--- src/rtl/tinker_mem_arbiter.sv ---
// Memory-port arbiter for the multicycle Tinker core: round-robin between
// instruction fetch and data load/store, one outstanding transaction, with a
// response watchdog.
module tinker_mem_arbiter #(
  parameter int unsigned ADDR_W  = 64,
  parameter int unsigned DATA_W  = 64,
  parameter int unsigned TIMEOUT = 64
) (
  input  logic              clk,
  input  logic              reset,
  // instruction fetch requester
  input  logic              if_req,
  input  logic [ADDR_W-1:0] if_addr,
  output logic              if_gnt,
  output logic              if_rvalid,
  output logic [31:0]       if_rdata,
  // data load/store requester
  input  logic              d_req,
  input  logic              d_we,
  input  logic [ADDR_W-1:0] d_addr,
  input  logic [DATA_W-1:0] d_wdata,
  output logic              d_gnt,
  output logic              d_rvalid,
  output logic [DATA_W-1:0] d_rdata,
  // memory port
  output logic              mem_valid,
  input  logic              mem_ready,
  output logic              mem_we,
  output logic [ADDR_W-1:0] mem_addr,
  output logic [DATA_W-1:0] mem_wdata,
  input  logic              mem_rvalid,
  input  logic [DATA_W-1:0] mem_rdata,
  // status
  output logic              busy,
  output logic              owner,
  output logic              err_timeout
);

  localparam logic [1:0] S_IDLE  = 2'd0;
  localparam logic [1:0] S_ISSUE = 2'd1;
  localparam logic [1:0] S_WAIT  = 2'd2;
  localparam logic [1:0] S_RESP  = 2'd3;

  localparam bit          LP_WD_EN   = (TIMEOUT != 0);
  localparam logic [31:0] LP_WD_LAST = (TIMEOUT == 0) ? 32'd0 : 32'(TIMEOUT - 1);

  logic [1:0]  r_state;
  logic        r_last_d;
  logic [31:0] r_wd_cnt;

  logic w_any_req;
  logic w_pick_d;
  logic w_grant;
  logic w_accept;
  logic w_rsp;
  logic w_expire;
  logic w_done;

  assign w_any_req = if_req | d_req;
  // Data wins when alone, or on a tie when fetch was granted last.
  assign w_pick_d  = d_req & (~if_req | ~r_last_d);
  assign w_grant   = (r_state == S_IDLE) & w_any_req;
  assign w_accept  = (r_state == S_ISSUE) & mem_ready;
  assign w_rsp     = (r_state == S_WAIT) & mem_rvalid;
  // mem_rvalid takes priority over a watchdog expiry in the same cycle.
  assign w_expire  = LP_WD_EN & (r_state == S_WAIT) & ~mem_rvalid &
                     (r_wd_cnt == LP_WD_LAST);
  assign w_done    = w_rsp | w_expire;

  always_ff @(posedge clk or posedge reset) begin
    if (reset) begin
      r_state <= S_IDLE;
      busy    <= 1'b0;
    end else begin
      case (r_state)
        S_IDLE: if (w_grant) begin
          r_state <= S_ISSUE;
          busy    <= 1'b1;
        end
        S_ISSUE: if (w_accept) r_state <= S_WAIT;
        S_WAIT:  if (w_done)   r_state <= S_RESP;
        S_RESP: begin
          r_state <= S_IDLE;
          busy    <= 1'b0;
        end
        default: r_state <= S_IDLE;
      endcase
    end
  end

  always_ff @(posedge clk or posedge reset) begin
    if (reset) begin
      r_last_d <= 1'b1;
      owner    <= 1'b0;
      if_gnt   <= 1'b0;
      d_gnt    <= 1'b0;
    end else begin
      if_gnt <= 1'b0;
      d_gnt  <= 1'b0;
      if (w_grant) begin
        r_last_d <= w_pick_d;
        owner    <= w_pick_d;
        if_gnt   <= ~w_pick_d;
        d_gnt    <= w_pick_d;
      end
    end
  end

  always_ff @(posedge clk or posedge reset) begin
    if (reset) begin
      mem_valid <= 1'b0;
      mem_we    <= 1'b0;
      mem_addr  <= '0;
      mem_wdata <= '0;
    end else if (w_grant) begin
      mem_valid <= 1'b1;
      mem_we    <= w_pick_d & d_we;
      mem_addr  <= w_pick_d ? d_addr : if_addr;
      mem_wdata <= w_pick_d ? d_wdata : '0;
    end else if (w_accept) begin
      mem_valid <= 1'b0;
    end
  end

  always_ff @(posedge clk or posedge reset) begin
    if (reset) begin
      r_wd_cnt <= '0;
    end else if (w_accept) begin
      r_wd_cnt <= '0;
    end else if ((r_state == S_WAIT) && !w_done) begin
      r_wd_cnt <= r_wd_cnt + 32'd1;
    end
  end

  always_ff @(posedge clk or posedge reset) begin
    if (reset) begin
      if_rvalid   <= 1'b0;
      d_rvalid    <= 1'b0;
      if_rdata    <= '0;
      d_rdata     <= '0;
      err_timeout <= 1'b0;
    end else begin
      if_rvalid <= 1'b0;
      d_rvalid  <= 1'b0;
      if (w_done) begin
        if_rvalid <= ~owner;
        d_rvalid  <= owner;
        if (!owner) begin
          if_rdata <= w_rsp ? mem_rdata[31:0] : '0;
        end else if (!mem_we) begin
          d_rdata <= w_rsp ? mem_rdata : '0;
        end
        if (w_expire) err_timeout <= 1'b1;
      end
    end
  end

endmodule

--- config.mk ---
export PLATFORM = sky130hd
export DESIGN_NAME = tinker_mem_arbiter
export DESIGN_NICKNAME = d
export VERILOG_FILES = /design/src/rtl/tinker_mem_arbiter.sv
export SDC_FILE = /design/constraint.sdc
export NUM_CORES = 1
export LEC_CHECK = 0
export CAP_MARGIN = 20
export CORE_AREA = 8 8 187 189
export DETAILED_ROUTE_END_ITERATION = 7
export DIE_AREA = 0 0 195 197
export MAX_ROUTING_LAYER = met4
export PLACE_DENSITY = 0.78
export SLEW_MARGIN = 25
export SYNTH_ARGS = -nofsm -noshare
export SYNTH_HDL_FRONTEND = slang
export SYNTH_SLANG_ARGS = --single-unit
--- constraint.sdc ---
create_clock -name clk -period 9.2 [get_ports clk]
set_input_delay 1.84 -clock clk [delete_from_list [all_inputs] [get_ports clk]]
set_output_delay 1.84 -clock clk [all_outputs]
set_load 0.03 [all_outputs]
Yosys cells after proc, flatten, opt, wreduce, memory -nomap -nowiden
Cells that the tools add are included.
{"block": "op_classes", "n_addsub": 1, "eq_ne": 7, "n_mux": 18, "bitwise_logic": 16, "n_reduce_logical": 11}
{"cell": "2-to-1 mux 64 bit", "count": 3}
{"cell": "2-to-1 mux 32 bit", "count": 3}
{"cell": "adder 32 x 1 -> 32 bit (second input constant)", "count": 1}
{"cell": "equality test 32 x 6 -> 1 bit (second input constant)", "count": 1}
{"cell": "case mux 2 bit (4 select lines)", "count": 1}
{"cell": "bitwise AND 1 bit", "count": 7}
{"cell": "2-to-1 mux 1 bit", "count": 7}
{"cell": "2-to-1 mux 2 bit", "count": 3}
{"cell": "inequality test 2 bit (second input constant)", "count": 3}
{"cell": "inverter 1 bit", "count": 6}
{"cell": "AND reduction 2 bit", "count": 3}
{"cell": "AND reduction 3 bit", "count": 2}
{"cell": "nonzero test 2 bit", "count": 3}
{"cell": "equality test 2 bit (second input constant)", "count": 2}
{"cell": "bitwise OR 1 bit", "count": 3}
{"cell": "equality test 2 x 1 -> 1 bit (second input constant)", "count": 1}
{"cell": "logical NOT 2 bit", "count": 1}
{"cell": "case mux 1 bit (2 select lines)", "count": 1}
{"cell": "logical AND 1 bit", "count": 1}
{"cell": "logical NOT 1 bit", "count": 1}
{"block": "totals", "register_bits": 268, "input_bits": 263, "elab_cells": 69}

Depth between registers and ports, before layout
{"block": "depth", "depth_word": 8, "depth_mapped": 8}

Worst setup path before layout
Ideal clock, no wire load.
{"block": "synth_path", "kind": "input -> register", "startpoint": "in mem_rvalid", "endpoint": "reg r_wd_cnt[29]", "arrival_time_ns": 3.153, "required_ns": 9.117, "slack_ns": 5.965, "stages": 5, "path_cell_list": "nand4b_4 -> nor4_4 -> nand3_2 -> or4_1 -> o21ai_0"}
{"block": "synth_between", "elab_chain_cells": 7, "word_cells_on_any_way": 8}
{"item": "from (decl)", "line": "31", "rtl": "input logic mem_rvalid,"}
{"item": "inverter 1 bit", "line": "66", "rtl": "assign w_expire = LP_WD_EN & (r_state == S_WAIT) & ~mem_rvalid &"}
{"item": "bitwise AND 1 bit (2 in series)", "line": "66"}
{"item": "bitwise OR 1 bit (*)", "line": "68", "rtl": "assign w_done = w_rsp | w_expire;"}
{"item": "logical NOT 1 bit (*)", "line": "130", "rtl": "end else if ((r_state == S_WAIT) && !w_done) begin"}
{"item": "logical AND 1 bit (*)", "line": "130"}
{"item": "nonzero test 2 bit (no line) (*)"}
{"item": "to (signal assigned)", "line": "131", "rtl": "r_wd_cnt <= r_wd_cnt + 32'd1;"}
{"item": "to (decl)", "line": "49", "rtl": "logic [31:0] r_wd_cnt;"}
Mark *: on every way between the ends. The rest lies on a longest branch, timed or not.
A chain may end at the register's enable or synchronous reset.

Final worst setup path
{"block": "layout_path", "startpoint": "in d_req", "endpoint": "reg mem_addr[1]"}
{"block": "layout_between", "elab_chain_cells": 2, "word_cells_on_any_way": 4}
{"item": "from (decl)", "line": "18", "rtl": "input logic d_req,"}
{"item": "bitwise AND 1 bit / bitwise OR 1 bit (equally long branches)", "line": "61, 59"}
{"item": "2-to-1 mux 64 bit / bitwise AND 1 bit (equally long branches)", "line": "118, 62"}
{"item": "to (signal assigned)", "line": "118", "rtl": "mem_addr <= w_pick_d ? d_addr : if_addr;"}
{"item": "to (decl)", "line": "29", "rtl": "output logic [ADDR_W-1:0] mem_addr,"}
Parallel ways exist; a longest one is shown, timed or not.

==> summary.md <==
| Metric | Value |
|---|---|
| IO Count | `496` |
| Clock Latency Late Sink | `0.55 ns` |
| Row Count | `66` |
| 1st-iter DRT viols | `about 730` |
| Vias per std cell | `roughly 5.2` |
| Simple-gate area share of the yosys netlist | `0.06112` |
| Layout net count | `1546` |
| Post-CTS sizing | `0` |
| Mux cell area share after synthesis | `0.001087` |
| Hold/Removal Path Class | `reg -> reg` |
| Leakage dissipation | `between 7 and 8 nW` |
| Fin. Hold Viols | `0` |
| Max Slew Vio Count | `0` |
| Hold Buf Count CTS | `0` |
| Failing checks | `design-rule violations` |
| RSZ-0062 raised after global routing | `false` |
| Fraction of registers with async set/reset | `1.000` |
| Main combinational cell family by area after synthesis | `compound AO/OA/AOI/OAI gates` |
| Hpwl dp | `28730 µm` |
| EDFF count, synth | `0` |
| Routed vias | `8866` |
| CORE AREA | `32040 µm²` |
| Crit path launch type | `input pin` |
| Synth Register Bits | `268` |
| H-tree levels | `1` |
| Max_slew headroom | `0.3799` |
| Actual slew at the worst max-slew pin | `0.9301 ns` |
| Compound-Gate Fraction of Synth Area | `0.2144` |
| Layout cells sized above 1 | `0.06077` |
| All-Layer GR Usage | `0.1969` |
| Setup Buffers After CTS | `0` |
| Final ANT Viol Nets | `0` |
| YS warnings | `0` |
| WP data arrival | `about 4.4 ns` |
| Tcrit/Tclk final | `0.4287` |
| Clock Path Buffers | `3` |
| Final WS setup | `5.256 ns` |
| CP max FO | `89` |
| Synth Net Count | `1068` |
| Critical path, cell by cell | `clkdlybuf4s50_1 -> nand2_1 -> a21oi_4 -> buf_16 -> buf_4 -> a222oi_1 -> inv_1` |
| Initial core utilization | `0.3233` |
| Vias in the first global route | `9688` |
| Setup-failing EPs final | `0` |
| DR pass1 iterations | `8` |
| DIE HEIGHT | `197 µm` |
| Mapped Cells | `800` |
| Max Clk Rate | `0.2535 GHz` |
| Clock-pin slew on the worst setup and hold paths | `roughly 0.060 ns` |
| Main flop type after synthesis | `dfrtp_1` |
| Largest net degree at the start of global routing | `90` |
| Clock sinks | `268` |
| Worst path slowest cell | `buf_4` |
| Chip width | `195 µm` |
| Placed Area | `15740 µm²` |
| Critical path class | `in -> reg` |
| GRT overflow | `0` |
| Setup TNS | `0 ns` |
| CTS tree | `yes` |
| Register area share after synthesis | `0.6475` |
| Total power | `6.234 mW` |
| WP data required | `9.68 ns` |
| Skew final | `0.01868 ns` |
| Synth cell types | `45` |
| Mapped cell area | `a little over 10000 µm²` |
| Root Driver | `clkbuf_16` |
| XOR/XNOR Fraction of Synth Area | `0.02029` |
| First-pass GRT wire length | `58160 µm` |
| Die Footprint | `38420 µm²` |
| Max cap viols | `0` |
| Crit path capture type | `flop` |
| Fraction of the mapped netlist area in adder cells | `0.006039` |
| Initial antenna violation count | `3` |
| IO Port Bufs | `approximately 500` |
| CP peak stage delay | `about 0.72 ns` |
| Worst VDD drop | `roughly 270 µV` |
| CTS Buf Count | `30` |
| DR WL/cell | `22.44 µm` |
| Fin crit period | `3.944 ns` |
| DP Worst Slack | `4.408 ns` |
| Post-route design area | `16800 µm²` |
| Result of the run | `complete, but fails checks` |
| PwrDens | `371.1 nW/µm²` |
| DRC viols | `3` |
| Mapped Avg Cell Area | `~13 µm²` |
| Total detailed-routing wirelength | `38400 µm` |
| Gpl congestion | `roughly 0.84` |
| Synth-to-Final Area Change | `62.17%` |
==> area by class of cell <==
type | count | area [µm²]
fill | 2732 | 15240
sequential | 268 | 6708
timing repair buffer | 508 | 5105
multi-input combinational | 397 | 3202
clock buffer | 46 | 912.1
tap | 408 | 510.5
inverter | 73 | 277.8
clock inverter | 8 | 76.32
antenna | 3 | 7.507
==> path summary, 6_finish.rpt <==
kind,to,slack [ns],startpoint,cells past startpoint
max,mem_addr[1],5.26,d_req,7
min,err_timeout,0.47,err_timeout,1
max reg2reg,mem_addr[1],6.38,r_state[0],8
min reg2reg,err_timeout,0.47,err_timeout,1
max in group asynchronous,mem_wdata[48],5.91,reset,4
min in group asynchronous,d_rdata[62],1.72,reset,3
==> flip-flops by register name, summed over array words and instances (netlist names), 2 cells and up <==
signal / cells
mem_wdata: 64
r_state: 2
if_rdata: 32
r_wd_cnt: 32
d_rdata: 64
mem_addr: 64
==> synth_stat cells, drive strengths merged (11+ instances only) <==
library cell / count / share of area
a22o: 161 / 0.14
nand3: 13 / 0.0068
buf: 12 / 0.0050
nand2: 17 / 0.0062
a222oi: 64 / 0.062
nand4: 13 / 0.0079
xor2: 21 / 0.018
inv: 73 / 0.026
o21ai: 11 / 0.0057
clkbuf: 50 / 0.018
dfrtp: 267 / 0.65
nor2: 32 / 0.012
==> cell usage in the layout (no fill, tap or decap), types with 4 or more instances in the layout <==
cell / synthesis / routed
a22o_1: 161 / 161
dfrtp_1: 267 / 267
clkbuf_1: 50 / 7
and3_1: 5 / 5
nand3_1: 12 / 12
nand4_1: 13 / 13
a222oi_1: 64 / 64
o21ai_0: 8 / 8
inv_1: 73 / 72
nor2_1: 31 / 31
a21oi_1: 7 / 5
clkinvlp_4: 0 / 4
nor4_1: 8 / 7
ha_1: 5 / 5
nand2_1: 17 / 17
clkbuf_16: 0 / 31
clkbuf_8: 0 / 8
buf_4: 0 / 10
clkdlybuf4s50_1: 0 / 495
xor2_1: 21 / 21
==> critical path: cells and delay by family <==
kind                   cells  cell delay [ns]
AOI/OAI and AO/OA          2             0.64
and+or+nand+nor            1             0.15
buffers and inverters      4             1.71
==> cell families (layout without fill, tap and decap cells) <==
family / Yosys count / in the layout
AO/OA/AOI/OAI: 253 / 253
XOR/XNOR: 24 / 24
adder cells (fa/ha/maj): 5 / 5
buffers and inverters: 135 / 635
flip-flops: 268 / 268
multiplexers: 1 / 1
other: 0 / 3
AND/OR/NAND/NOR: 114 / 114
==> metrics by stage <==
step / hold slack, ns / util / cells
global route: 0.4924 / 0.5243 / 1711
global placement: 0.4462 / 0.4905 / 1651
floorplan: 0.4912 / - / 800
detailed placement: 0.4504 / 0.4912 / 1652
CTS: 0.4671 / 0.5220 / 1706
finish: 0.4687 / 0.5243 / 1711
==> layer usage <==
metal / vias up / part of all wire / GRT usage
met3: 65 / 0.087 / 0.06243
met1: 4405 / 0.38 / 0.2179
met5: - / 0 / -
met2: 410 / 0.51 / 0.3345
li1: 3986 / - / -
met4: 0 / 0.030 / 0.06597
==> power breakdown <==
group	internal (mW)	leakage (nW)	switching, mW
clock network	0.706	0.478	0.473
registers	1.67	3.43	0.315
logic	1.33	3.67	1.74
Power figures use the tool's default switching activity.
==> variant 1 (same flow settings) <==
Make the reset (`reset`) synchronous in 5 clocked blocks.
--- a/src/rtl/tinker_mem_arbiter.sv
+++ b/src/rtl/tinker_mem_arbiter.sv
@@ -68,5 +68,5 @@
   assign w_done    = w_rsp | w_expire;
 
-  always_ff @(posedge clk or posedge reset) begin
+  always_ff @(posedge clk) begin
     if (reset) begin
       r_state <= S_IDLE;
@@ -89,5 +89,5 @@
   end
 
-  always_ff @(posedge clk or posedge reset) begin
+  always_ff @(posedge clk) begin
     if (reset) begin
       r_last_d <= 1'b1;
@@ -107,5 +107,5 @@
   end
 
-  always_ff @(posedge clk or posedge reset) begin
+  always_ff @(posedge clk) begin
     if (reset) begin
       mem_valid <= 1'b0;
@@ -123,5 +123,5 @@
   end
 
-  always_ff @(posedge clk or posedge reset) begin
+  always_ff @(posedge clk) begin
     if (reset) begin
       r_wd_cnt <= '0;
@@ -133,5 +133,5 @@
   end
 
-  always_ff @(posedge clk or posedge reset) begin
+  always_ff @(posedge clk) begin
     if (reset) begin
       if_rvalid   <= 1'b0;
Function: differs if reset is asserted again (counterexample within 4 cycles, from zero or initial values and one cycle with reset high); with reset held inactive, the same outputs for 4 cycles.
==> variant 1 against the unedited design <==
Worst setup slack lost 0.27 ns; synthesized area increased by 1.2%; routed wire length decreased by 0.95%; clock skew is 0.0020 ns lower; critical path depth stayed put; via count up 15%; utilization fell by 0.070 points; design area fell by 0.13%; sequential cell count stayed put.
Power is not compared: it rests on default switching activity, and its combinational part moved more than twofold at a synthesized area within 25%.
==> variant 1: results <==
group,metric,value,unit
clock_network,cts_setup_buffers,0,
grt,grt_pass1_wl,57500,microns
routing,num_vias,10200,
setup_path,r2r_cells,8,
clock_network,clk_pin_slew,0.06,ns
finish,final_layout_size_suffix_gt1_frac,0.0521,
setup_path,r2r-end,"d_rdata[24]$_SDFFE_PP0P_",
synthesis,yosys-top-cells-area,"dfxtp_1, a211oi_1, a21oi_1, mux2i_1, nor2_1",
clock_network,clock_path_buffers,3,
timing,hold_ws,0.472,ns
placed_design,gp_congestion,0.839,
synthesis,syn_nets,1377,
clock_network,clockRootBuffer,"clkbuf_16",
clock_network,cts_resized,0,
synthesis,yosysSeqAreaShare,0.512,
power,vdd_drop_max,0.239,mV
timing,skew,0.0167,ns
hold_path,holdCritStartpoint,"mem_valid$_SDFFE_PP0P_",
grt,use_met2,0.315,
hold_path,whs_endpoint,"mem_valid$_SDFFE_PP0P_",
synthesis,ys_types,49,
setup_path,reg2reg_from,"r_state[0]$_SDFFE_PP0P_",
grt,grt_max_degree,111,
grt,track_usage,0.188,
setup_path,arrival,4.60,ns
hold_path,min_path_type,"flop to flop",
grt,antenna_found_initial,2,
routing,drt_iter0_drc,502,
finish,nFillCells,2824,
finish,nets,1818,
hold_path,hold_depth,2,
setup_path,path_max_fanout,37,
grt,use_met3,0.0588,
grt,grt_pass1_vias,10300,
placed_design,hpwl,28100,microns
synthesis,synthTopCellsByCount,"dfxtp_1, nor2_1, a21oi_1",
timing,max_slew_margin,0.336,
routing,routed_wirelength,38000,microns
synthesis,synth-async-reset-ratio,0,
setup_path,ff2ff_setup_slack,6.08,ns
status,status,"finished clean",
clock_network,clkLatencyLatePin,0.56,ns
synthesis,yosysWarnings,0,
clock_network,cts_buffers,30,
grt,met1_usage,0.209,
clock_network,h-tree-depth,1,
power,p_leak,6.09,nW
routing,drt-pass1-iter-count,5,
finish,reg_top3,"d_rdata: 64 flops, mem_addr: 64 flops, mem_wdata: 64 flops",
placed_design,numPortBuffers,495,
==> variant 1: how the worst max path moves through the flow <==
stage / from / to / slack [ns] / cells past startpoint
after detailed placement: mem_rvalid / d_rdata[12]$_SDFFE_PP0P_ / 4.51 / 7
final: mem_rvalid / d_rdata[24]$_SDFFE_PP0P_ / 4.98 / 7
after global routing: mem_rvalid / d_rdata[9]$_SDFFE_PP0P_ / 4.83 / 6
after CTS: mem_rvalid / d_rdata[4]$_SDFFE_PP0P_ / 5.07 / 7
after global placement: mem_rvalid / d_rdata[28]$_SDFFE_PP0P_ / 4.66 / 7
after floorplan: mem_rvalid / d_rdata[10]$_SDFFE_PP0P_ / 6.06 / 6
==> variant 1: critical path: stages <==
cell             delay [ns]
clkdlybuf4s50_1        0.50
and3b_1                0.37
nand4_1                0.18
or4_4                  0.55
nand2_2                0.51
buf_4                  0.49
a211oi_1               0.15
==> variant 1: logic make-up after synthesis <==
family	count (synthesis)	synth area share
AOI/OAI and AO/OA	390	0.248
xor gates and xnor gates	19	0.0159
adders and majority gates	5	0.00597
buffers and inverters	106	0.0424
DFF	268	0.512
muxes	66	0.0630
and+or+nand+nor	255	0.113
==> variant 1: final cells by class <==
type,count,area [sq um],area share
Inverter,9,33.8,0.00201
Timing Repair Buffer,506,5080,0.303
Sequential cell,268,5370,0.320
Clock inverter,15,196,0.0117
Antenna cell,2,5.00,0.000298
Clock buffer,40,858,0.0512
Tap cell,408,510,0.0304
Multi-Input combinational cell,735,4730,0.282
==> variant 1: layer usage <==
| metal | wire length, microns | vias up |
|---|---|---|
| li1 | - | 4980 |
| met1 | 14700 | 4756 |
| met2 | 18700 | 428 |
| met3 | 3450 | 73 |
| met4 | 1240 | 0 |
| met5 | 0 | - |
==> variant 1: power breakdown <==
| part | internal [W] | switching [W] |
|---|---|---|
| clock | 0.000766 | 0.000493 |
| combinational | 0.000566 | 0.000857 |
| sequential | 0.00132 | 0.0000897 |
==> variant 1: metrics by stage <==
stage | power [W] | cell area [sq um] | std cells | setup slack [ns]
finish | 0.00410 | 16800 | 1983 | 4.98
global placement | 0.00282 | 15700 | 1924 | 4.66
floorplan | 0.00226 | 10500 | 1109 | 6.06
CTS | 0.00412 | 16700 | 1979 | 5.07
detailed placement | 0.00285 | 15700 | 1924 | 4.51
global route | 0.00430 | 16800 | 1983 | 4.83
==> variant 2 (config.mk and constraints unchanged) <==
Without the edit above. Set the parameter `DATA_W` to 68 (it was 64).
--- a/src/rtl/tinker_mem_arbiter.sv
+++ b/src/rtl/tinker_mem_arbiter.sv
@@ -4,5 +4,5 @@
 module tinker_mem_arbiter #(
   parameter int unsigned ADDR_W  = 64,
-  parameter int unsigned DATA_W  = 64,
+  parameter int unsigned DATA_W  = 68,
   parameter int unsigned TIMEOUT = 64
 ) (
Interface: changed (resized d_rdata, d_wdata, mem_rdata and mem_wdata); port bits go from 496 to 512. No check against the original RTL was run, so the function may have changed too.
==> variant 2 against the unedited design <==
Combinational power is 4% higher; utilization rose by 1.6 points; synthesized area up 4.7%; design area rose by 3.1%; sequential cell count increased by 8; worst setup slack got worse by 0.22 ns; routed wire length grew 5.7%; sequential share of layout area is essentially flat; final cell count grew 2.3%; sequential power up 3%; total power is 2.2% higher.
==> variant 2: results <==
group,metric,value,unit
finish,nFillCells,2651,
timing,max_slew_margin,0.273,
placed_design,place_area,16300,sq um
finish,finalCoreUtilization,0.540,
finish,nets,1592,
finish,stdcell_count,1750,
placed_design,gp_congestion,0.828,
synthesis,syn_area_per_cell,13.1,sq um
grt,track_usage,0.206,
grt,grt_max_degree,191,
setup_path,ff2ff_setup_slack,6.21,ns
synthesis,synthXorXnorAreaFrac,0.0170,
routing,routed_wirelength,40600,microns
status,status,"finished clean",
synthesis,syn_nets,1107,
synthesis,synth.area.mux_share,0.00104,
setup_path,cpPeakStageDelay,0.79,ns
setup_path,path_max_fanout,90,
setup_path,crit_start,"if_req",
placed_design,hpwl,30000,microns
power,p_leak,7.58,nW
power,vdd_drop_max,0.206,mV
synthesis,synth_fa_ha_area_frac,0.00577,
finish,reg_top3,"d_rdata: 68 flops, mem_wdata: 68 flops, mem_addr: 64 flops",
finish,n_all_inverters,74,
finish,multi_input_area_share,0.197,
routing,num_vias,9275,
routing,drt-pass1-iter-count,7,
finish,final_area,17300,sq um
hold_path,min_path_type,"flop to flop",
timing,hold_ws,0.475,ns
timing,period_share,0.452,
synthesis,yosysSeqAreaShare,0.637,
finish,nNonClkBuffers,523,
setup_path,r2r-end,"mem_addr[43]$_DFFE_PP0P_",
synthesis,yosys-top-cells-area,"dfrtp_1, a22o_1, a222oi_1, a32o_1, inv_1",
setup_path,arrival,4.65,ns
routing,drt_iter0_drc,691,
synthesis,synthTopCellsByCount,"dfrtp_1, a22o_1, inv_1",
finish,clk_share,0.0541,
finish,multi_input_gates,411,
placed_design,numPortBuffers,511,
finish,bufAreaShareNonClock,0.304,
grt,antenna_found_initial,4,
synthesis,synth_compound_area_frac,0.222,
placed_design,place_inst,1690,
finish,final_layout_size_suffix_gt1_frac,0.0613,
finish,seq_share,0.399,
-- variant 2: cell count changes after synthesis, moves of 7 or more --
cell     before  now
a32o_1        0   64
nor3_1        3   12
nor4_2        0    7
xnor2_1       3   17
buf_2         5   12
xor2_1       21    4
dfrtp_1     267  275
a22o_1      161  105
nand4_1      13    3
-- variant 2: kinds of logic after synthesis --
group | count (synthesis)
DFF | 276
AOI/OAI and AO/OA | 267
buffers and inverters | 144
and+or+nand+nor | 117
xor gates and xnor gates | 21
adders and majority gates | 5
muxes | 1
-- variant 2: metal layers --
layer | track usage | vias up | share of wire
met5 | - | - | 0
met4 | 0.0491 | 0 | 0.020
met3 | 0.0503 | 50 | 0.070
met2 | 0.371 | 375 | 0.54
met1 | 0.229 | 4665 | 0.37
li1 | - | 4185 | -
-- variant 2: power by group --
part,switching (W),internal [W],leakage [nW]
clock network,0.000487,0.000656,0.457
logic,0.00182,0.00138,3.59
registers,0.000311,0.00172,3.54
total,0.00262,0.00375,7.58
